`config.mk`:
```
export PLATFORM = sky130hd
export DESIGN_NAME = tap_read_scheduler
export DESIGN_NICKNAME = d
export VERILOG_FILES = /design/src/rtl/tap_read_scheduler.sv
export SDC_FILE = /design/constraint.sdc
export NUM_CORES = 1
export LEC_CHECK = 0
export ABC_AREA = 1
export CAP_MARGIN = 10
export CORE_MARGIN = 2
export CORE_UTILIZATION = 48
export DETAILED_ROUTE_END_ITERATION = 6
export PLACE_DENSITY_LB_ADDON = 0.1
export SYNTH_ARGS = -nofsm -noshare
export SYNTH_HDL_FRONTEND = slang
export SYNTH_SLANG_ARGS = --single-unit
```
`constraint.sdc`:
```
create_clock -name clk -period 3.58 [get_ports clk]
set_input_delay 0.895 -clock clk [delete_from_list [all_inputs] [get_ports clk]]
set_output_delay 0.895 -clock clk [all_outputs]
set_load 0.1 [all_outputs]
```
`src/rtl/tap_read_scheduler.sv`:
```
// Per-sample delay-line sequencer: writes the new sample into the single-port RAM, fetches the
// chorus and reverb taps, then holds all three samples stable through the MCU SPI handshake.
module tap_read_scheduler #(
  parameter int unsigned ADDR_W = 12,
  parameter int unsigned DATA_W = 16,
  parameter int unsigned RD_LAT = 1
) (
  input  logic              clk,
  input  logic              reset,
  input  logic              start,
  input  logic              transmit,
  input  logic [DATA_W-1:0] sample_in,
  input  logic              chor_en,
  input  logic              rev_en,
  input  logic [ADDR_W-1:0] chor_dly,
  input  logic [ADDR_W-1:0] rev_dly,
  output logic [ADDR_W-1:0] mem_adr,
  output logic              mem_we,
  output logic [DATA_W-1:0] mem_wdata,
  input  logic [DATA_W-1:0] mem_rdata,
  output logic [DATA_W-1:0] main_smp,
  output logic [DATA_W-1:0] chor_smp,
  output logic [DATA_W-1:0] rev_smp,
  output logic              tfr_ready,
  output logic              busy,
  output logic              overrun
);

  localparam int unsigned CntW = (RD_LAT > 1) ? $clog2(RD_LAT) : 1;

  typedef enum logic [3:0] {
    StIdle, StWrMain, StRdChor, StWaitChor, StRdRev, StWaitRev, StReady, StMcuWait, StMcuSpi
  } state_e;

  state_e            state_q, state_d;
  logic [CntW-1:0]   cnt_q, cnt_d;
  logic [ADDR_W-1:0] wr_ptr_q, chor_dly_q, rev_dly_q;
  logic              chor_en_q, rev_en_q;
  logic [DATA_W-1:0] main_q, chor_q, rev_q;
  logic              overrun_q;
  logic              wait_done;
  logic [ADDR_W-1:0] chor_adr, rev_adr;

  assign wait_done = (cnt_q == CntW'(RD_LAT - 1));
  // Modular subtraction gives the circular-buffer wrap for free.
  assign chor_adr  = wr_ptr_q - chor_dly_q;
  assign rev_adr   = wr_ptr_q - rev_dly_q;

  always_comb begin
    state_d   = state_q;
    cnt_d     = '0;
    mem_adr   = '0;
    mem_we    = 1'b0;
    mem_wdata = '0;
    case (state_q)
      StIdle: begin
        if (start) state_d = StWrMain;
      end
      StWrMain: begin
        mem_adr   = wr_ptr_q;
        mem_we    = 1'b1;
        mem_wdata = main_q;
        if (chor_en_q)     state_d = StRdChor;
        else if (rev_en_q) state_d = StRdRev;
        else               state_d = StReady;
      end
      StRdChor: begin
        mem_adr = chor_adr;
        state_d = StWaitChor;
      end
      StWaitChor: begin
        mem_adr = chor_adr;
        if (wait_done) state_d = rev_en_q ? StRdRev : StReady;
        else           cnt_d   = cnt_q + CntW'(1);
      end
      StRdRev: begin
        mem_adr = rev_adr;
        state_d = StWaitRev;
      end
      StWaitRev: begin
        mem_adr = rev_adr;
        if (wait_done) state_d = StReady;
        else           cnt_d   = cnt_q + CntW'(1);
      end
      StReady: begin
        state_d = StMcuWait;
      end
      StMcuWait: begin
        if (!transmit) state_d = StMcuSpi;
      end
      StMcuSpi: begin
        if (transmit) state_d = StIdle;
      end
      default: begin
        state_d = StIdle;
      end
    endcase
  end

  always_ff @(posedge clk or negedge reset) begin
    if (!reset) begin
      state_q    <= StIdle;
      cnt_q      <= '0;
      wr_ptr_q   <= '0;
      chor_dly_q <= '0;
      rev_dly_q  <= '0;
      chor_en_q  <= 1'b0;
      rev_en_q   <= 1'b0;
      main_q     <= '0;
      chor_q     <= '0;
      rev_q      <= '0;
      overrun_q  <= 1'b0;
    end else begin
      state_q <= state_d;
      cnt_q   <= cnt_d;
      if (state_q == StIdle && start) begin
        main_q     <= sample_in;
        chor_dly_q <= chor_dly;
        rev_dly_q  <= rev_dly;
        chor_en_q  <= chor_en;
        rev_en_q   <= rev_en;
        if (!chor_en) chor_q <= '0;
        if (!rev_en)  rev_q  <= '0;
      end
      if (state_q == StWaitChor && wait_done) chor_q <= mem_rdata;
      if (state_q == StWaitRev && wait_done)  rev_q  <= mem_rdata;
      if (state_q == StMcuSpi && transmit)    wr_ptr_q <= wr_ptr_q + ADDR_W'(1);
      if (start && state_q != StIdle)         overrun_q <= 1'b1;
    end
  end

  assign main_smp  = main_q;
  assign chor_smp  = chor_q;
  assign rev_smp   = rev_q;
  assign overrun   = overrun_q;
  assign busy      = (state_q != StIdle);
  assign tfr_ready = (state_q == StReady) || (state_q == StMcuWait);

endmodule

```
==> results of run 1 <==
final cells by class:
type	instances	area share, %
multi-input cells	413	34.41
flip-flops and latches	91	33.02
repair buffers	168	23.27
inverters	76	4.132
well taps	133	2.410
clock buffers	9	1.794
clock inverters	7	0.9605
kinds of logic (layout without fill, tap and decap cells):
group | count (synthesis) | count (layout)
multiplexers | 10 | 10
AND/OR/NAND/NOR | 301 | 301
buffers and inverters | 98 | 260
XOR/XNOR | 9 | 9
AO/OA/AOI/OAI | 80 | 80
adder cells (fa/ha/maj) | 13 | 13
flip-flops | 91 | 91
stage by stage:
stage,hold slack (ps),instance area [µm²]
after floorplan,448.1,4791
after global placement,443.4,6242
after detailed placement,454.2,6242
after CTS,479.1,6733
after global routing,499.7,6904
final,472.3,6904
metal layers:
| metal | global-route usage (%) | wire length, µm | vias up |
|---|---|---|---|
| li1 | - | - | 2236 |
| met1 | 30.04 | 5264 | 2145 |
| met2 | 41.46 | 6473 | 146 |
| met3 | 7.661 | 790 | 28 |
| met4 | 7.490 | 313 | 0 |
| met5 | 0 | 0 | - |
layout by cell type (no fill, tap or decap), types with 6 or more instances in the layout:
cell type / instances
sky130_fd_sc_hd__buf_12: 15
sky130_fd_sc_hd__buf_4: 91
sky130_fd_sc_hd__clkbuf_8: 9
sky130_fd_sc_hd__clkdlybuf4s50_1: 60
sky130_fd_sc_hd__dfrtp_1: 89
sky130_fd_sc_hd__ha_1: 6
sky130_fd_sc_hd__inv_1: 66
sky130_fd_sc_hd__inv_2: 9
sky130_fd_sc_hd__nand2_1: 159
sky130_fd_sc_hd__nand2_2: 18
sky130_fd_sc_hd__nand3_1: 51
sky130_fd_sc_hd__nand3_2: 7
sky130_fd_sc_hd__nor2_1: 38
sky130_fd_sc_hd__o21ai_0: 35
sky130_fd_sc_hd__o21ai_1: 24
sky130_fd_sc_hd__xor2_1: 8
registers in the layout, indices dropped and copies added (netlist names), 4 cells and up:
signal / flops
rev_dly_q: 12
chor_smp: 16
wr_ptr_q: 12
rev_smp: 16
state_q: 4
chor_dly_q: 12
main_smp: 16
worst max-delay path by stage:
stage	start	end	slack, ps
floorplan	state_q[3]$_DFFE_PN0P_	mem_adr[2]	-30
global placement	state_q[3]$_DFFE_PN0P_	mem_adr[7]	90
detailed placement	state_q[2]$_DFFE_PN0P_	mem_adr[7]	-10
CTS	state_q[3]$_DFFE_PN0P_	mem_adr[8]	-100
global route	state_q[3]$_DFFE_PN0P_	mem_adr[10]	-350
finish	state_q[3]$_DFFE_PN0P_	mem_adr[10]	-160
timing repair:
action                                  4_1_cts  5_1_grt
endpoints found under the setup margin       10       10
resized for setup                            50       29
pin swaps                                    22       26
buffers inserted                             14        7
hold buffers                                  0        0
Yosys cell counts, drive strengths merged, types with 2 or more instances:
master | number | share of area, %
a21oi | 6 | 0.64
buf | 10 | 1.7
clkbuf | 12 | 0.95
dfrtp | 91 | 48
ha | 12 | 3.2
inv | 75 | 6.0
mux2i | 10 | 2.1
nand2 | 180 | 14
nand3 | 59 | 6.5
nand4 | 4 | 0.53
nor2 | 47 | 4.0
nor3 | 5 | 0.53
o2111ai | 2 | 0.37
o21a | 2 | 0.32
o21ai | 65 | 7.0
o22ai | 2 | 0.26
or2 | 4 | 0.53
xor2 | 8 | 1.5
==> flow_metrics.py, run 1 <==
metrics = {
    "synth": {
        "syn_avg_cell_area_um2": 7.854,
        "yosys.area_share.xor_xnor_pct": 1.667,
        "synth.ff_latch_count": 91,
        "syn-cell-area_mm2": 0.004728,
        "syn_nets": 677,
        "area_fraction_in_and_or_nand_and_nor_cells_after_synthesis_pct": 26.75,
        "synthArstFlopShare_pct": 100.0,
        "number_of_enable_flip_flop_cells_after_synthesis": 0,
        "synth_cell_types": 34,
        "largest_family_of_logic_cells_by_synthesized_area": "simple AND/OR/NAND/NOR gates",
        "synthMuxAreaShare_pct": 2.117,
        "netlist_instances": 602,
        "ys.warnings.count": 0,
        "area_fraction_in_compound_gates_after_synthesis_pct": 9.024,
        "post_synth_fa_ha_maj_area_fraction_pct": 3.599,
        "ys.flop_type": "sky130_fd_sc_hd__dfrtp_1",
        "synth-seq-area-share_pct": 48.16,
    },
    "cells_and_area": {
        "layoutNonFillerInstCount": 897,
        "drive_gt1_share_pct": 26.31,
        "syn2layout_area_growth_pct": 46.02,
        "fillCellCount": 748,
        "combined_area_of_the_multi_input_logic_cells_mm2": 0.002376,
        "fin_util_pct": 71.29,
        "diodes": 0,
        "sequential_cell_area_mm2": 0.002280,
        "layout.nets": 834,
    },
    "floorplan": {
        "initial_cell_density_of_the_core_pct": 48.82,
        "i_o_pin_count": 142,
        "die_h_um": 103.3,
        "std_cell_rows": 36,
        "chipWidth_um": 103.3,
        "die_area_mm2": 0.01066,
        "core_mm2": 0.009684,
    },
    "timing": {
        "finClkSkew_ps": 10.36,
        "fin_tns_setup_ps": -530.2,
        "grt_setup_unrepaired": "yes",
        "relSlewSlack_pct": 30.09,
        "report.final.setup_viol": 8,
        "setup_ws_ps": -163.8,
        "maxClockFrequency_mhz": 267.1,
        "final_min_period_over_clock_period_pct": 104.6,
        "hold_viol_final": 0,
        "slew_viol_final": 0,
        "worstMarginPinSlew_ps": 1046,
        "final_period_minus_worst_setup_slack_ps": 3744,
    },
    "setup_path": {
        "path_buf_inv": 3,
        "worst_path_depth": 14,
        "critical-path-top-delay-family": "simple AND/OR/NAND/NOR gates",
        "worst_r2r_endpoint": "main_smp[10]$_DFFE_PN0P_",
        "reg2regPathDepth": 5,
        "crit_path_max_fanout": 7,
        "required_ps": 2680,
        "worstSetupStartpointType": "register",
        "critical_path.max_stage_delay_ps": 400,
        "r2r-start": "state_q[2]$_DFFE_PN0P_",
        "setup.worst_path.class": "register to output pin",
        "timing.critical_path.slowest_stage_cell": "sky130_fd_sc_hd__dfrtp_1",
        "crit_path_cell_trace": "inv_2 -> nand2_4 -> nor2_4 -> buf_12 -> mux2i_1 -> ha_1 -> nand2_1 -> a21oi_1 -> nor2_1 -> nand3_2 -> nand2_1 -> nand3_2 -> nand2_2 -> buf_12",
        "regToRegSetupSlack_ps": 1400,
        "worstSetupEndpointType": "output pin",
        "critical_path_arrival_ps": 2850,
    },
    "routing": {
        "routed_wire_length_per_instance_um": 14.32,
        "drtIter0Drc": 159,
        "via_per_inst": 5.078,
        "drt_wl_total_um": 12840,
        "number_of_antenna_violating_nets_in_the_routed_design": 0,
        "firstDrtPassIters": 5,
        "total_number_of_vias": 4555,
        "remaining_drc_errors": 0,
    },
    "cts": {
        "clkTransAtPathRegs_ps": 100,
        "tritoncts": "yes",
        "root_buffer_selected_by_cts": "sky130_fd_sc_hd__clkbuf_8",
        "htreeDepth": 3,
        "cts.path.max_buffers": 2,
        "clk_latency_ps": 380,
        "cts_made_buffers": 9,
        "cts_sinks": 91,
    },
    "global_routing": {
        "grt_first_pass_wirelength_um": 20240,
        "grt_start_max_net_pins": 61,
        "grt_pass1_vias": 4324,
        "grt.total_usage_pct": 24.46,
        "antenna_found_initial": 0,
        "globalRoute.totalOverflow": 0,
    },
    "outcome": {
        "violations": "setup timing",
        "status": "finished with violations",
    },
    "placed_design": {
        "place_inst": 860,
        "gpl.final_weighted_congestion": 0.8909,
        "post-dp-hpwl_um": 9308,
        "port-buffer-count": 141,
        "dp_worst_setup_slack_ps": -13.19,
    },
    "hold_path": {
        "min-delay-path-class": "register to register",
        "min_from": "overrun$_DFFE_PN0P_",
        "hold_end": "overrun$_DFFE_PN0P_",
        "timing.hold.worst_path_depth": 1,
    },
    "job": {
        "cap_violations": 0,
    },
}
Power of run 1 is left out: the tool's default activity adds up to more than one toggle a clock period on the data nets, which glitch-free logic cannot reach.
==> inputs of run 2 (changes only) <==
Settings changed: CORE_UTILIZATION 48 to 50, DONT_BUFFER_PORTS set to 1.
==> run 2 against run 1 <==
The run still ends with setup timing left. Setup slack better by 130 ps. Non-clock buffer count is 94 lower. Clock skew is 9.8 ps higher. Design area is 11% lower. Maximum frequency is 3.5% higher. Critical endpoint is now mem_adr[11]. Global-route usage is 0.31 points lower. Final cell count is 13% lower. First-iteration DRC count is 46% higher. Routed wire length is 3.0% lower. Via count is 7.3% lower.
==> flow_metrics.py, run 2 (same netlist as run 1, synthesis figures left out) <==
metrics = {
    "outcome": {
        "status": "finished with violations",
        "violations": "setup timing",
    },
    "timing": {
        "final_min_period_over_clock_period_pct": 101.0,
        "relSlewSlack_pct": 33.78,
        "worstMarginPinSlew_ps": 991.0,
        "finClkSkew_ps": 20.14,
        "report.final.setup_viol": 3,
        "setup_ws_ps": -37.42,
        "fin_tns_setup_ps": -61.47,
        "maxClockFrequency_mhz": 276.4,
        "final_period_minus_worst_setup_slack_ps": 3617,
        "grt_setup_unrepaired": "yes",
        "hold_viol_final": 0,
        "slew_viol_final": 0,
    },
    "setup_path": {
        "reg2regPathDepth": 7,
        "worstSetupEndpointType": "output pin",
        "critical_path_arrival_ps": 2720,
        "setup.worst_path.class": "register to output pin",
        "required_ps": 2680,
        "worstSetupStartpointType": "register",
        "crit_path_max_fanout": 4,
    },
    "cells_and_area": {
        "final_common_cell": "sky130_fd_sc_hd__nand2_1",
        "layout.cells.most_common_list": "151 x sky130_fd_sc_hd__nand2_1, 89 x sky130_fd_sc_hd__dfrtp_1, 67 x sky130_fd_sc_hd__inv_1",
        "layout.nets": 740,
        "syn2layout_area_growth_pct": 30.11,
        "diodes": 0,
        "drive_gt1_share_pct": 29.70,
        "fillCellCount": 742,
    },
    "placed_design": {
        "port-buffer-count": 0,
        "post-dp-hpwl_um": 8361,
        "gpl.final_weighted_congestion": 0.9327,
    },
    "routing": {
        "number_of_antenna_violating_nets_in_the_routed_design": 0,
        "total_number_of_vias": 4223,
        "firstDrtPassIters": 4,
        "via_per_inst": 5.407,
        "remaining_drc_errors": 0,
        "drt_wl_total_um": 12460,
        "routed_wire_length_per_instance_um": 15.96,
        "drtIter0Drc": 232,
    },
    "global_routing": {
        "grt_most_used_layer": "met2",
        "grt_pass1_vias": 4140,
        "global_route.usage.met3_pct": 5.590,
        "grt_use_met1_pct": 31.04,
        "grt_first_pass_wirelength_um": 19550,
        "globalRoute.totalOverflow": 0,
        "grt_start_max_net_pins": 92,
        "grt.total_usage_pct": 24.15,
        "antenna_found_initial": 0,
        "use_met2_pct": 40.45,
    },
    "cts": {
        "tritoncts": "yes",
        "clkTransAtPathRegs_ps": 100,
        "cts_sinks": 91,
        "clk_latency_ps": 380,
        "cts_made_buffers": 9,
        "root_buffer_selected_by_cts": "sky130_fd_sc_hd__clkbuf_8",
        "cts.path.max_buffers": 2,
        "htreeDepth": 3,
    },
    "floorplan": {
        "initial_cell_density_of_the_core_pct": 51.41,
        "die_area_mm2": 0.01025,
        "core_mm2": 0.009196,
        "die_h_um": 101.2,
        "chipWidth_um": 101.2,
        "std_cell_rows": 35,
        "i_o_pin_count": 142,
    },
    "hold_path": {
        "min-delay-path-class": "input pin to asynchronous set/reset pin",
    },
    "job": {
        "cap_violations": 0,
    },
}
run 2: cell types whose count changed in the layout (fill, tap and decap cells not counted), moves of 4 or more:
cell / previous run / this run
sky130_fd_sc_hd__nand2_1: 159 / 151
sky130_fd_sc_hd__nor2_1: 38 / 17
sky130_fd_sc_hd__buf_4: 91 / 59
sky130_fd_sc_hd__nor2_2: 5 / 24
sky130_fd_sc_hd__o21ai_2: 4 / 8
sky130_fd_sc_hd__nand2_2: 18 / 25
sky130_fd_sc_hd__clkdlybuf4s50_1: 60 / 0
sky130_fd_sc_hd__o21ai_1: 24 / 20
run 2: path summary, 6_finish.rpt:
kind                       slack [ps]                 startpoint                        end
max                               -40     state_q[3]$_DFFE_PN0P_                mem_adr[11]
min                               220                      reset    wr_ptr_q[5]$_DFFE_PN0P_
max reg2reg                      1340     state_q[3]$_DFFE_PN0P_     state_q[0]$_DFFE_PN0P_
min reg2reg                       490  chor_dly_q[8]$_DFFE_PN0P_  chor_dly_q[8]$_DFFE_PN0P_
max in group asynchronous        3210                      reset     rev_smp[7]$_DFFE_PN0P_
min in group clk                  490  chor_dly_q[8]$_DFFE_PN0P_  chor_dly_q[8]$_DFFE_PN0P_
run 2: what timing repair did:
action | 4_1_cts | 5_1_grt
endpoints found under the setup margin | 10 | 10
setup buffers | 17 | 6
gates cloned | 0 | 0
gates resized for setup | 56 | 43
pin swaps | 23 | 27
hold buffers | 0 | 0
run 2: layer usage:
metal / up-vias / wire length, µm
met5: - / 0
met2: 144 / 6305
met1: 1994 / 5076
li1: 2045 / -
met3: 40 / 695
met4: 0 / 385
run 2: critical path: stages, from the launching register on:
cell and delay, ps:
sky130_fd_sc_hd__dfrtp_1 410, sky130_fd_sc_hd__buf_4 170, sky130_fd_sc_hd__nor2_4 110, sky130_fd_sc_hd__nand2_1 100, sky130_fd_sc_hd__buf_6 150, sky130_fd_sc_hd__mux2i_4 190
sky130_fd_sc_hd__ha_4 290, sky130_fd_sc_hd__nand2_2 70, sky130_fd_sc_hd__nor2_4 130, sky130_fd_sc_hd__nand2_1 70, sky130_fd_sc_hd__nor2_1 160, sky130_fd_sc_hd__nor2_2 50
sky130_fd_sc_hd__nand2_1 80, sky130_fd_sc_hd__nand3_2 70, sky130_fd_sc_hd__nand2_2 120, sky130_fd_sc_hd__buf_12 180
run 2: stage by stage:
| stage | instances | utilization, % | area (µm²) | worst slack (ps) | hold slack, ps |
|---|---|---|---|---|---|
| 5_1_grt | 781 | 66.90 | 6152 | -190.9 | 179.8 |
| 4_1_cts | 775 | 64.31 | 5914 | -74.32 | 191.7 |
| 2_1_floorplan | 602 | - | 4791 | -28.57 | 448.1 |
| 3_3_place_gp | 742 | 58.38 | 5369 | 86.60 | 463.9 |
| 6_report | 781 | 66.90 | 6152 | -37.42 | 215.2 |
| 3_5_place_dp | 742 | 58.38 | 5369 | 17.90 | 465.6 |
run 2: layout make-up:
cell class / count / area (µm²) / area share [%]
multi-input combinational: 413 / 2517 / 40.92
sequential: 91 / 2280 / 37.06
timing repair buffer: 74 / 725.7 / 11.80
inverter: 76 / 285.3 / 4.637
tap: 111 / 138.9 / 2.257
clock buffer: 9 / 123.9 / 2.013
clock inverter: 7 / 81.33 / 1.322
Power of run 2 is left out for the same reason.
